===== src/rtl/uart_tx_serializer.sv =====
// UART transmit serializer: one byte per txStart, 8N1/8N2 framing on tx, txBusy for the frame.
// Optional parity bit between data and stop when UART_TX_PARITY_EN is defined.
module uart_tx_serializer #(
    parameter int unsigned CLKS_PER_BIT = 434,
    parameter int unsigned STOP_BITS    = 1,
    parameter int unsigned PARITY_ODD   = 0
) (
    input  logic       clk,
    input  logic       rst,
    input  logic       txStart,
    input  logic [7:0] txData,
    output logic       txBusy,
    output logic       tx
);

    localparam int unsigned CntW = $clog2(CLKS_PER_BIT);
    localparam logic [CntW-1:0] CntMax = CntW'(CLKS_PER_BIT - 1);
    localparam logic [2:0] LastStop = 3'(STOP_BITS - 1);

    if (CLKS_PER_BIT < 2 || CLKS_PER_BIT > 65535 || STOP_BITS < 1 || STOP_BITS > 2 ||
        PARITY_ODD > 1) begin : g_param_check
        $error("uart_tx_serializer: illegal parameter value");
    end

    typedef enum logic [2:0] {
        StIdle,
        StStart,
        StData,
`ifdef UART_TX_PARITY_EN
        StParity,
`endif
        StStop
    } state_e;

    state_e            state_q, state_d;
    logic [CntW-1:0]   baud_q, baud_d;
    logic [2:0]        bit_q, bit_d;
    logic [7:0]        shift_q, shift_d;
    logic              tx_q, tx_d;
    logic              busy_q, busy_d;
    logic              bit_done;
`ifdef UART_TX_PARITY_EN
    logic              parity_q, parity_d;
`endif

    assign bit_done = (baud_q == CntMax);

    always_comb begin
        state_d = state_q;
        baud_d  = baud_q;
        bit_d   = bit_q;
        shift_d = shift_q;
        tx_d    = tx_q;
        busy_d  = busy_q;
`ifdef UART_TX_PARITY_EN
        parity_d = parity_q;
`endif
        if (state_q != StIdle) begin
            baud_d = bit_done ? '0 : baud_q + CntW'(1);
        end
        unique case (state_q)
            StIdle: begin
                if (txStart) begin
                    shift_d = txData;
                    busy_d  = 1'b1;
                    tx_d    = 1'b0;
                    baud_d  = '0;
                    bit_d   = '0;
                    state_d = StStart;
`ifdef UART_TX_PARITY_EN
                    parity_d = (^txData) ^ PARITY_ODD[0];
`endif
                end
            end
            StStart: begin
                if (bit_done) begin
                    tx_d    = shift_q[0];
                    shift_d = {1'b0, shift_q[7:1]};
                    state_d = StData;
                end
            end
            StData: begin
                if (bit_done) begin
                    if (bit_q == 3'd7) begin
                        bit_d   = '0;
`ifdef UART_TX_PARITY_EN
                        tx_d    = parity_q;
                        state_d = StParity;
`else
                        tx_d    = 1'b1;
                        state_d = StStop;
`endif
                    end else begin
                        bit_d   = bit_q + 3'd1;
                        tx_d    = shift_q[0];
                        shift_d = {1'b0, shift_q[7:1]};
                    end
                end
            end
`ifdef UART_TX_PARITY_EN
            StParity: begin
                if (bit_done) begin
                    tx_d    = 1'b1;
                    state_d = StStop;
                end
            end
`endif
            StStop: begin
                // bit_q counts stop bits here so 8N2 reuses the same counter
                if (bit_done) begin
                    if (bit_q == LastStop) begin
                        busy_d  = 1'b0;
                        tx_d    = 1'b1;
                        bit_d   = '0;
                        state_d = StIdle;
                    end else begin
                        bit_d = bit_q + 3'd1;
                    end
                end
            end
            default: begin
                busy_d  = 1'b0;
                tx_d    = 1'b1;
                state_d = StIdle;
            end
        endcase
    end

    always_ff @(posedge clk) begin
        if (rst) begin
            state_q <= StIdle;
            baud_q  <= '0;
            bit_q   <= '0;
            shift_q <= '0;
            tx_q    <= 1'b1;
            busy_q  <= 1'b0;
`ifdef UART_TX_PARITY_EN
            parity_q <= 1'b0;
`endif
        end else begin
            state_q <= state_d;
            baud_q  <= baud_d;
            bit_q   <= bit_d;
            shift_q <= shift_d;
            tx_q    <= tx_d;
            busy_q  <= busy_d;
`ifdef UART_TX_PARITY_EN
            parity_q <= parity_d;
`endif
        end
    end

    assign tx     = tx_q;
    assign txBusy = busy_q;

endmodule


===== config.mk =====
export PLATFORM = sky130hd
export DESIGN_NAME = uart_tx_serializer
export DESIGN_NICKNAME = d
export VERILOG_FILES = /design/src/rtl/uart_tx_serializer.sv
export SDC_FILE = /design/constraint.sdc
export NUM_CORES = 1
export LEC_CHECK = 0
export BUFFER_PORTS_ARGS = -buffer_cell sky130_fd_sc_hd__buf_2
export CAP_MARGIN = 20
export CORE_ASPECT_RATIO = 0.8
export CORE_MARGIN = 1
export CORE_UTILIZATION = 61
export CTS_BUF_LIST = sky130_fd_sc_hd__clkbuf_8
export CTS_CLUSTER_DIAMETER = 100
export DETAILED_ROUTE_END_ITERATION = 10
export GPL_ROUTABILITY_DRIVEN = 0
export GPL_TIMING_DRIVEN = 0
export HOLD_SLACK_MARGIN = 0.05
export PLACE_DENSITY = 0.81
export SETUP_SLACK_MARGIN = 0.02
export SKIP_LAST_GASP = 1
export SLEW_MARGIN = 20
export SYNTH_ARGS = -nofsm -noshare
export SYNTH_HDL_FRONTEND = slang
export SYNTH_SLANG_ARGS = --single-unit
export TNS_END_PERCENT = 100

===== constraint.sdc =====
create_clock -name clk -period 3.9 [get_ports clk]
set_input_delay 0.195 -clock clk [delete_from_list [all_inputs] [get_ports clk]]
set_output_delay 0.195 -clock clk [all_outputs]
set_load 0.02 [all_outputs]

# == Word level (Yosys, flattened, before mapping) ==
# Index checks and enable logic that the tools add are counted.
# Widths: inputs -> output; s select.
# op_classes
n_addsub,2
eq_ne,12
muxes,33
bitwise,1
reduce_logical,11
# op_table
op,count
$mux 9,4
$mux 3,11
$mux 8,4
$pmux 8 s3,1
$ne 2x2->1 const B,7
$pmux 3 s4,1
$reduce_and 5->1,2
$add 9x1->9 const B,1
$eq 9x9->1 const B,1
$mux 1,9
$pmux 3 s3,1
$reduce_bool 3->1,3
$reduce_and 4->1,2
$eq 3x2->1 const B,2
$logic_not 3->1,2
$reduce_and 6->1,1
$pmux 1 s4,1
$add 3x1->3 const B,1
$eq 3x1->1 const B,1
$eq 3x3->1 const B,1
$pmux 1 s3,1
$reduce_or 2->1,1
$not 1->1,1
# totals
register_bits,25
input_bits,11
word_cells,65

# == Logic depth before layout (Yosys ltp) ==
# Gate-level depths: netlist of run 1.
# depth
word_depth,5
depth_mapped,8
depth_no_buf,6

# == Least setup slack after synthesis of run 1 ==
# OpenSTA, ideal clock, no wires.
# synth_timing
path_type,register to register
start,register state_q[0]
end,register shift_q[0]
setup_time_ns,0.132
t_arrival_ns,1.842
slack_ns,1.926
stages_incl_launch_ff,8
period_less_slack_ns,1.974
path_cell_list,dfxtp_1 inv_1 ha_1 buf_2 o311ai_0 clkbuf_1 or3_1 a21oi_1
# synth_between
elab_chain_len,3
word_cells_on_any_way,10
cone_classes,eq/ne: 6; mux: 1; reduce/logical: 3
# synth_lines
element,line,rtl
start: declaration,35,"state_e state_q, state_d;"
start signal: assignment,131,state_q <= StIdle;
start signal: assignment,141,state_q <= state_d;
$eq 3x2->1 (tied with other cells),61,unique case (state_q)
$ne 2x2->1 (no source line) / $reduce_bool 3->1 (equally long branches),--,
$reduce_and 5->1 (no source line),--,
end signal: assignment,144,shift_q <= shift_d;
end: declaration,38,"logic [7:0] shift_q, shift_d;"
# Parallel ways exist; a longest one is shown, timed or not.
# A chain may end at the register's enable or synchronous reset.

# == Final worst setup path of run 1 ==
# layout_timing
start,register state_q[0]
end,register shift_q[5]
# Same word-level chain as after synthesis.

==> impl_results.md, run 1 <==
* Post-synth top area cell: dfxtp_1
* Mux contribution to synthesized area at 0.0753
* Post-synthesis simple-gate area fraction at 0.249
* Core footprint at 2210 um2
* Die H at roughly 46 um
* Critical path arrival at 2.47 ns
* Synth Area in Adders at 0.0856
* GRT Residual Overflow at 0
* Cts repair resizes at 0
* Clk sinks at 24
* Post-synthesis sequential area ratio at 0.329
* Multi-input logic area at between 900 and 1000 um2
* CTS Buffer Depth at 2
* Ports at 13
* Metal3 WL at around 200 um
* Input/output buffers at 11
* Vias in the first global route at between 1000 and 1500
* Number of flops mapped to enable cells by yosys at 0
* Final count of pins violating max slew at 0
* HP Class: in -> reg
* Area growth, synth to finish at 8.73%
* Worst-margin pin slew at 0.734 ns
* CTS root buf: clkbuf_8
* Filler Cells Inserted at 183
* DP Wirelength at approximately 2400 um
* Post-Synth XOR/XNOR Area at 0.0180
* Final WS setup at around 1.6 ns
* Mean post-synth cell area at ~8.5 um2
* Wire length on met2 at 1540 um
* Startpoint Class: flop
* Top cells by area, synth: dfxtp_1 33%, ha_1 8.6%, mux2i_1 7.5%
* Antenna cells at 0
* M1 WL at approximately 1600 um
* CP required at around 4.1 ns
* R2r startpoint: state_q[0]$_SDFFE_PP0P_
* Pleak at slightly above 0.6 nW
* Drt drc at 0
* Post-synthesis cell count at ~170
* Clk Latency, worst-skew pair at approximately 0.27 ns
* Max-cap viol count at 0
* Pin count of the biggest net entering global routing at 13
* Share of cells above drive strength 1 at 0.113
* Yosys reg bits at 24
* Clock slew at reported path FFs at 0.07 ns
* Fraction of the mapped netlist area in compound gates at 0.202
* 1st-iter DRT viols at 63
* Synthesized cell area at 1460 um2
* Yosys top cell area share at 0.329
* Power per cell area at ~700 nW/um2
* Vias per cell at roughly 6
* Register area at just under 500 um2
* Detailed Routing Iterations Pass 1 at 4
* Min Hold Slack at around 0.30 ns
* Max Used Layer: met4
* Final setup fails at 0
* Post-layout util at 0.718
* # nets final at ~210
* Achievable Freq at approximately 440 MHz
* Final WL at roughly 3300 um
* Primary FF master, synth: dfxtp_1
* Synth cell count leaders: 24 x dfxtp_1, 16 x a21oi_1, 13 x o21ai_0
* Syn nets at a little under 200
* Hold_sp: txData[7]
* Yosys cell types at 37
* Worst Path Max Fanout at 10
* WL/cell at between 15 and 20 um
* TritonCTS clock tree: yes
* Endpoint kind of the worst setup timing path: flop
* Row Count at 15
* Hold Fails Final Rpt at 0
* Clk_skew at 0.00547 ns
* First-pass GRT wire length at around 5700 um
* Die area at ~2600 um2
* TritonCTS Buffers at 3
* Setup CP Type: reg -> reg
* Hold-fix buffers, CTS at 0
* Pre-CTS setup slack at ~1.4 ns
* Via count at approximately 1300
* RSZ-0062 raised after global routing: false
* FFs w/ async S/R, synth at 0
* Initial antenna violation count at 0
* Global Route Usage Sum at 0.298
* H-Tree Depth at 1
* Fin Setup TNS at 0 ns
* Rel. slew slack at 0.503
* Die Width at between 50 and 60 um
* Main combinational cell family by area after synthesis: simple AND/OR/NAND/NOR gates
* Starting Density at 0.660
* Status: finished, final reports clean
* Setup Fix Bufs, Post-CTS at 0
* Most numerous cell in the Yosys netlist: dfxtp_1
* Crit. Startpoint: state_q[0]$_SDFFE_PP0P_
* Routed Antenna Nets at 0
* Final Critical Period at approximately 2.3 ns
* VDD IR-drop max at 0.660 mV
* Tcrit/Tclk final at 0.585
* Synth Warn # at 0
-- routing by layer --
| layer | up-vias | global-route usage |
|---|---|---|
| met2 | 41 | 0.481 |
| met4 | 0 | 0.105 |
| met5 | - | 0 |
| met3 | 5 | 0.0795 |
| li1 | 652 | - |
| met1 | 598 | 0.392 |
-- final timing paths --
check                       endpoint  slack [ns]  cells after the start
max          shift_q[5]$_SDFFE_PP0P_        1.62                      7
min          shift_q[7]$_SDFFE_PP0P_        0.30                      3
max reg2reg  shift_q[5]$_SDFFE_PP0P_        1.62                      7
min reg2reg  shift_q[0]$_SDFFE_PP0P_        0.48                      2
-- final cells by class --
type                    count  share of cell area
multi-input cells         133               0.580
repair buffers             11              0.0346
clock buffers               3              0.0260
well taps                  25              0.0197
plain buffers              10              0.0260
flip-flops and latches     24               0.302
inverters                   5              0.0118
-- per-stage QoR --
stage,cells,total power [mW],instance area [um2]
3_5_place_dp,208,0.956,1550
3_3_place_gp,208,0.928,1550
5_1_grt,211,1.22,1590
2_1_floorplan,172,0.819,1460
6_report,211,1.11,1590
4_1_cts,211,1.11,1590
-- cells by family (layout without fill, tap and decap cells) --
family | count (synthesis) | in the layout
flops | 24 | 24
simple gates | 62 | 62
buf+inv | 15 | 29
compound gates | 47 | 47
xor+xnor | 3 | 3
fa+ha+maj | 10 | 10
mux | 11 | 11
-- flip-flops by register name, indices dropped and copies added (netlist names) --
name	flops
baud_q	9
tx	1
shift_q	8
state_q	2
txBusy	1
bit_q	3
-- power by group --
group / internal [mW] / total [mW] / switching, mW
combinational: 0.243 / 0.610 / 0.367
clock: 0.0692 / 0.144 / 0.0748
sequential: 0.311 / 0.359 / 0.0479
-- placed cells by master, fill, tap and decap left out, drive strengths merged --
master / n
dfxtp: 24
a21oi: 16
buf: 14
o21ai: 13
nor2: 11
nand2: 11
mux2i: 11
nand2b: 10
or3: 10
ha: 10
clkbuf: 10
inv: 5
a31oi: 4
a21o: 3
nor2b: 3
nand3: 3
and3: 3
o41ai: 2
or4b: 2
nor3: 2
a211oi: 2
xnor2: 2
o32a: 2
o31a: 2
or4: 2
nand3b: 2
nor4b: 1
o311ai: 1
a221oi: 1
a211o: 1
and4: 1
nand4b: 1
xor2: 1
-- worst max-delay path: stages (launching register included) --
cell      delay [ns]
dfxtp_1         0.40
inv_1           0.10
ha_1            0.19
buf_2           0.16
o311ai_1        0.66
clkbuf_1        0.35
o21ai_0         0.17
a21oi_1         0.16
Note: power is estimated with default switching activity, not from simulation.
==> run 2: changes to the inputs <==
--- a/config.mk
+++ b/config.mk
@@ -9,14 +9,14 @@
 export CAP_MARGIN = 20
 export CORE_ASPECT_RATIO = 0.8
 export CORE_MARGIN = 1
-export CORE_UTILIZATION = 61
+export CORE_UTILIZATION = 55
 export CTS_BUF_LIST = sky130_fd_sc_hd__clkbuf_8
 export CTS_CLUSTER_DIAMETER = 100
 export DETAILED_ROUTE_END_ITERATION = 10
 export GPL_ROUTABILITY_DRIVEN = 0
 export GPL_TIMING_DRIVEN = 0
 export HOLD_SLACK_MARGIN = 0.05
-export PLACE_DENSITY = 0.81
+export PLACE_DENSITY = 0.77
 export SETUP_SLACK_MARGIN = 0.02
 export SKIP_LAST_GASP = 1
 export SLEW_MARGIN = 20
==> constraint.sdc (replaced) <==
create_clock -name clk -period 1.9 [get_ports clk]
set_input_delay 0.095 -clock clk [delete_from_list [all_inputs] [get_ports clk]]
set_output_delay 0.095 -clock clk [all_outputs]
set_load 0.02 [all_outputs]
==> run 2 against run 1 <==
Power is 140% higher. Global-route usage is 4.4 points lower. Combinational power grew to 2.6 times the previous value. Via count is 3.8% higher. Count of clock-buffer cells in the layout is 1 higher. Final cell count is 7.6% higher. Clock skew is 0.0031 ns higher. Sequential share of layout area is 2.4 points lower. Routed wire length is 3.4% higher.
==> impl_results.md, run 2 (synthesized netlist as in run 1, its figures left out) <==
* Detailed Routing Iterations Pass 1 at 4 (unchanged)
* Ports at 13 (unchanged)
* Internal power at 1.55 mW (+150%)
* Critical path arrival at 2.00 ns (-0.47 ns)
* H-Tree Depth at 1 (unchanged)
* Worst-margin pin slew at 0.541 ns (-0.193 ns)
* GRT Residual Overflow at 0 (unchanged)
* Register area at 488 um2 (+1.6%)
* Final instance area at 1750 um2 (+10%)
* Clk_skew at 0.00853 ns (+0.00307 ns)
* Die H at 48.1 um (+5.1%)
* TritonCTS Buffers at 3 (unchanged)
* VDD IR-drop max at 0.792 mV (+20%)
* Final setup fails at 0 (unchanged)
* Worst r2r dst: state_q[0]$_SDFFE_PP0P_
* NetSw at 1.13 mW (+130%)
* Post-layout util at 0.705 (-0.0124)
* Final WS setup at 0.0940 ns (-1.53 ns)
* Vias per cell at 5.93 (-3.5%)
* First-pass GRT wire length at 5260 um (-7.4%)
* Max-cap viol count at 0 (unchanged)
* Clock share of power at 0.133 (+0.004)
* Area after DPL at 1560 um2 (+0.89%)
* Clock slew at reported path FFs at 0.09 ns (+0.02 ns)
* Achievable Freq at 554 MHz (+26%)
* Net Sw Frac at 0.420 (-0.0198)
* WL/cell at 15.1 um (-3.9%)
* Min Hold Slack at 0.170 ns (-0.126 ns)
* Tcrit/Tclk final at 0.951 (+0.366)
* Most frequent cells in the layout: 20 x dfxtp_1, 16 x a21oi_1, 13 x o21ai_0, 13 x buf_2, 11 x mux2i_1
* Filler Cells Inserted at 209 (+14%)
* Die area at 2870 um2 (+10%)
* Slowest Stage Delay on Critical Path at 0.43 ns (-0.23 ns)
* Most common cell after layout, fill and taps aside: dfxtp_1
* Hold_sp: txData[7]
* Clk Latency, worst-skew pair at 0.28 ns (about the same)
* Crit-path leading delay family: simple AND/OR/NAND/NOR gates
* R2R Setup Slk at 0.09 ns (-1.53 ns)
* HP Class: in -> reg
* Endpoint kind of the worst setup timing path: flop
* Multi-input logic area at 990 um2 (+7.5%)
* Hold Fails Final Rpt at 0 (unchanged)
* Placed cells at 219 (+5.3%)
* Power Total at 2.68 mW (+140%)
* TritonCTS clock tree: yes
* Area growth, synth to finish at 19.8%
* Slowest CP cell: or3_4
* Finished Layout Cells at 227 (+7.6%)
* Pin count of the biggest net entering global routing at 14 (+1)
* CTS Buffer Depth at 2 (unchanged)
* Vias in the first global route at 1179 (-3.1%)
* CTS root buf: clkbuf_8
* Comb power frac at 0.591 (+0.043)
* 1st-iter DRT viols at 37 (-41%)
* Final Critical Period at 1.81 ns (-0.474 ns)
* Final WL at 3430 um (+3.4%)
* Status: finished, final reports clean
* Rel. slew slack at 0.639 (+0.136)
* Hold depth at 3 (unchanged)
* Final count of pins violating max slew at 0 (unchanged)
* Initial antenna violation count at 0 (unchanged)
* Via count at 1345 (+3.8%)
* Starting Density at 0.589 (-0.0712)
* Die Width at 59.6 um (+5.1%)
* Power per cell area at 1530 nW/um2 (+120%)
* Global Route Usage Sum at 0.254 (-0.0442)
* Fin Setup TNS at 0 ns (unchanged)
* Input/output buffers at 11 (unchanged)
* Share of cells above drive strength 1 at 0.230 (+0.117)
* Top Registers: baud_q x9, shift_q x8, bit_q x3
* # nets final at 213 (+1.9%)
* Pre-CTS setup slack at -0.334 ns (-1.77 ns)
* Core footprint at 2480 um2 (+12%)
* Routed Antenna Nets at 0 (unchanged)
* Number of flip-flops in the largest register at 9 (unchanged)
* Worst Path Max Fanout at 6 (-4)
* Hold endpoint: shift_q[7]$_SDFFE_PP0P_
* Startpoint Class: flop
* Pleak at 0.679 nW (+9.8%)
* Row Count at 16 (+1)
* Setup CP Type: reg -> reg
* Biggest register: baud_q
* CP required at 2.09 ns (-2.00 ns)
* Drt drc at 0 (unchanged)
* Antenna cells at 0 (unchanged)
* Clk sinks at 24 (unchanged)
* R2r startpoint: state_q[0]$_SDFFE_PP0P_
* Crit path cell chain: buf_4, ha_1, nor3_1, a31oi_1, or3_4, a221oi_2
* R2R cell count at 6 (-1)
* Worst path bufs/invs at 1 (-2)
* Reg power frac at 0.276 (-0.047)
* DP Wirelength at 2360 um (-3.3%)
## run 2: changes by cell type in the layout (fill, tap and decap cells not counted), moves of 2 or more
cell      delta
nor2_1       -2
buf_4        +3
dfxtp_2      +3
buf_6        +4
clkbuf_1     -2
dfxtp_1      -4
buf_1        -2
## run 2: what timing repair did
action                     4_1_cts  5_1_grt
cloned                           0        1
hold buffers                     0        0
setup buffers                    3        1
gates resized for setup         10       24
pin swaps                        0        2
setup endpoints to repair       11       12
hold endpoints to repair         0        0
## run 2: area by class of cell
cell class | instances | area share
inverters | 5 | 0.0107
plain buffers | 9 | 0.0343
clock buffers | 4 | 0.0315
repair buffers | 16 | 0.0536
flip-flops and latches | 24 | 0.279
well taps | 36 | 0.0257
multi-input cells | 133 | 0.565
## run 2: worst max-delay path by stage
| stage | slack [ns] | start | end | depth (start not counted) |
|---|---|---|---|---|
| 6_report | 0.09 | state_q[0]$_SDFFE_PP0P_ | state_q[0]$_SDFFE_PP0P_ | 6 |
| 5_1_grt | -0.02 | state_q[0]$_SDFFE_PP0P_ | state_q[0]$_SDFFE_PP0P_ | 7 |
| 4_1_cts | 0.01 | state_q[0]$_SDFFE_PP0P_ | shift_q[0]$_SDFFE_PP0P_ | 8 |
| 3_5_place_dp | -0.33 | state_q[0]$_SDFFE_PP0P_ | shift_q[0]$_SDFFE_PP0P_ | 7 |
| 3_3_place_gp | -0.25 | state_q[0]$_SDFFE_PP0P_ | shift_q[0]$_SDFFE_PP0P_ | 7 |
| 2_1_floorplan | 0.1 | state_q[0]$_SDFFE_PP0P_ | shift_q[0]$_SDFFE_PP0P_ | 7 |
## run 2: power by group through the flow
stage	Clock [mW]	Combinational, mW	Sequential (mW)
CTS	0.363	1.34	0.741
global placement	0	1.17	0.736
floorplan	0	0.941	0.746
finish	0.358	1.58	0.739
global route	0.382	1.75	0.759
detailed placement	0	1.21	0.747
## run 2: routing by layer
layer	global-route usage	wire, um	vias to the layer above
met5	0	0	-
met4	0.0698	34	0
met3	0.0557	111	5
met2	0.454	1750	21
met1	0.318	1530	656
li1	-	-	663
## run 2: worst min-delay path, stage by stage
cell and delay [ns]:
buf_2 0.09, or4b_1 0.15, a21oi_1 0.06
==> run 3: changes to the inputs <==
--- a/config.mk
+++ b/config.mk
@@ -9,14 +9,14 @@
 export CAP_MARGIN = 20
 export CORE_ASPECT_RATIO = 0.8
 export CORE_MARGIN = 1
-export CORE_UTILIZATION = 55
+export CORE_UTILIZATION = 45
 export CTS_BUF_LIST = sky130_fd_sc_hd__clkbuf_8
 export CTS_CLUSTER_DIAMETER = 100
 export DETAILED_ROUTE_END_ITERATION = 10
 export GPL_ROUTABILITY_DRIVEN = 0
 export GPL_TIMING_DRIVEN = 0
 export HOLD_SLACK_MARGIN = 0.05
-export PLACE_DENSITY = 0.77
+export PLACE_DENSITY = 0.65
 export SETUP_SLACK_MARGIN = 0.02
 export SKIP_LAST_GASP = 1
 export SLEW_MARGIN = 20
==> run 3 against run 2 <==
Critical path depth unchanged. Sequential cell count is the same. Utilization is 14 points lower. Fmax fell by 1.7%. First-iteration DRC count is 19% higher. Largest cell class unchanged.
==> impl_results.md, run 3 (synthesized netlist as in run 1, its figures left out) <==
* Crit-path leading delay family: simple AND/OR/NAND/NOR gates
* H-Tree Depth at 1 (unchanged)
* CTS root buf: clkbuf_8
* HP Class: in -> reg
* Final count of pins violating max slew at 0 (unchanged)
* 1st-iter DRT viols at 44 (+19%)
* VDD IR-drop max at 0.730 mV (-7.7%)
* Rel. slew slack at 0.629 (-0.0107)
* Detailed Routing Iterations Pass 1 at 4 (unchanged)
* CP required at 2.10 ns (about the same)
* Final setup fails at 0 (unchanged)
* Status: finished, final reports clean
* Power per cell area at 1530 nW/um2 (about the same)
* Slowest Stage Delay on Critical Path at 0.56 ns (+0.13 ns)
* Worst path bufs/invs at 1 (unchanged)
* Most frequent cells in the layout: 20 x dfxtp_1, 14 x a21oi_1, 13 x o21ai_0
* Multi-input logic area at 1000 um2 (+1.3%)
* CTS Buffer Depth at 2 (unchanged)
* Vias per cell at 5.74 (-3.1%)
* First-pass GRT wire length at 5610 um (+6.7%)
* Hold-fix buffers, CTS at 0 (unchanged)
* Vias in the first global route at 1194 (+1.3%)
* Pre-CTS setup slack at -0.381 ns (-0.0475 ns)
* Clk_skew at 0.00462 ns (-0.00392 ns)
* WL/cell at 14.8 um (-1.6%)
* Filler Cells Inserted at 266 (+27%)
* Die H at 53.0 um (+10%)
* Biggest register: baud_q
* Clk sinks at 24 (unchanged)
* Routed Antenna Nets at 0 (unchanged)
* TritonCTS clock tree: yes
* Antenna cells at 0 (unchanged)
* Final Critical Period at 1.84 ns (+0.0320 ns)
* Final WS setup at 0.0621 ns (-0.0320 ns)
* DP Wirelength at 2390 um (+1.4%)
* Initial antenna violation count at 0 (unchanged)
* Endpoint kind of the worst setup timing path: flop
* Power Total at 2.68 mW (-0.12%)
* Clock slew at reported path FFs at 0.08 ns (about the same)
* Number of flip-flops in the largest register at 9 (unchanged)
* Die Width at 65.7 um (+10%)
* Max-cap viol count at 0 (unchanged)
* Area growth, synth to finish at 19.5%
* Clk Latency, worst-skew pair at 0.27 ns (about the same)
* Drt drc at 0 (unchanged)
* Share of cells above drive strength 1 at 0.238 (+0.00773)
* Pleak at 0.663 nW (-2.3%)
* Startpoint Class: flop
* Starting Density at 0.474 (-0.115)
* Setup CP Type: reg -> reg
* Most common cell after layout, fill and taps aside: dfxtp_1
* Register area at 488 um2 (unchanged)
* # nets final at 212 (-0.47%)
* Final WL at 3400 um (-0.73%)
* Die area at 3480 um2 (+21%)
* GRT Residual Overflow at 0 (unchanged)
* Row Count at 18 (+2)
* TritonCTS Buffers at 3 (unchanged)
* RSZ-0062 raised after global routing: true
* Critical path arrival at 2.03 ns (+0.03 ns)
* Core footprint at 3090 um2 (+24%)
* Input/output buffers at 11 (unchanged)
* Crit path cell chain: ha_1, nor4b_4, buf_4, a31oi_4, or4b_4, a21oi_2
* Slowest CP cell: or4b_4
* Worst Path Max Fanout at 7 (+1)
* Fin Setup TNS at 0 ns (unchanged)
* Pin count of the biggest net entering global routing at 13 (-1)
* Achievable Freq at 544 MHz (-1.7%)
* Worst-margin pin slew at 0.557 ns (+0.0161 ns)
* Ports at 13 (unchanged)
* Tcrit/Tclk final at 0.967 (+0.0168)
* Top Registers: baud_q x9, shift_q x8, bit_q x3
* Hold Fails Final Rpt at 0 (unchanged)
* Global Route Usage Sum at 0.214 (-0.0401)
* Via count at 1315 (-2.2%)
## run 3: changes by cell type in the layout (fill, tap and decap cells not counted), sizes merged
| cell | previous run | this run |
|---|---|---|
| buf | 20 | 16 |
| clkbuf | 9 | 11 |
## run 3: report_power, final
part           switching (mW)  internal, mW  leakage (nW)
Clock                   0.159         0.142        0.0216
Combinational           0.866         0.763         0.444
Sequential             0.0987         0.649         0.198
Total                    1.12          1.55         0.663
## run 3: final cells by class
type	count	share of cell area
Buffer	9	0.0351
Clock buffer	3	0.0236
Inverter	5	0.0107
Multi-Input combinational cell	133	0.574
Sequential cell	24	0.279
Tap cell	40	0.0287
Timing Repair Buffer	15	0.0487
## run 3: worst min-delay path, delay by kind of cell
family	cells	cell delay, ns
compound gates	1	0.15
buf+inv	1	0.16
simple gates	1	0.03
## run 3: path summary, 6_finish.rpt
kind | depth (start not counted) | end | slack, ns | startpoint
max | 6 | shift_q[7]$_SDFFE_PP0P_ | 0.06 | baud_q[0]$_SDFF_PP0_
min | 3 | baud_q[1]$_SDFF_PP0_ | 0.21 | txStart
max reg2reg | 6 | shift_q[7]$_SDFFE_PP0P_ | 0.06 | baud_q[0]$_SDFF_PP0_
min reg2reg | 2 | shift_q[5]$_SDFFE_PP0P_ | 0.48 | shift_q[5]$_SDFFE_PP0P_
## run 3: layer usage
layer | track usage | share of wire
met5 | 0 | 0
met4 | 0.0580 | 0.011
met3 | 0.0517 | 0.032
met2 | 0.369 | 0.46
met1 | 0.264 | 0.50
## run 3: what timing repair did
action / 4_1_cts / 5_1_grt
pin swaps: 0 / 1
gates cloned: 0 / 1
hold endpoints to repair: 0 / 0
buffers inserted: 2 / 1
resized for setup: 13 / 19
endpoints found under the setup margin: 14 / 15
## run 3: through the flow
stage / utilization / instance area [um2] / instances / hold WS [ns]
3_5_place_dp: 0.508 / 1570 / 223 / 0.465
3_3_place_gp: 0.508 / 1570 / 223 / 0.444
4_1_cts: 0.540 / 1670 / 227 / 0.191
6_report: 0.566 / 1750 / 229 / 0.208
5_1_grt: 0.566 / 1750 / 229 / 0.226
2_1_floorplan: - / 1460 / 172 / 0.278
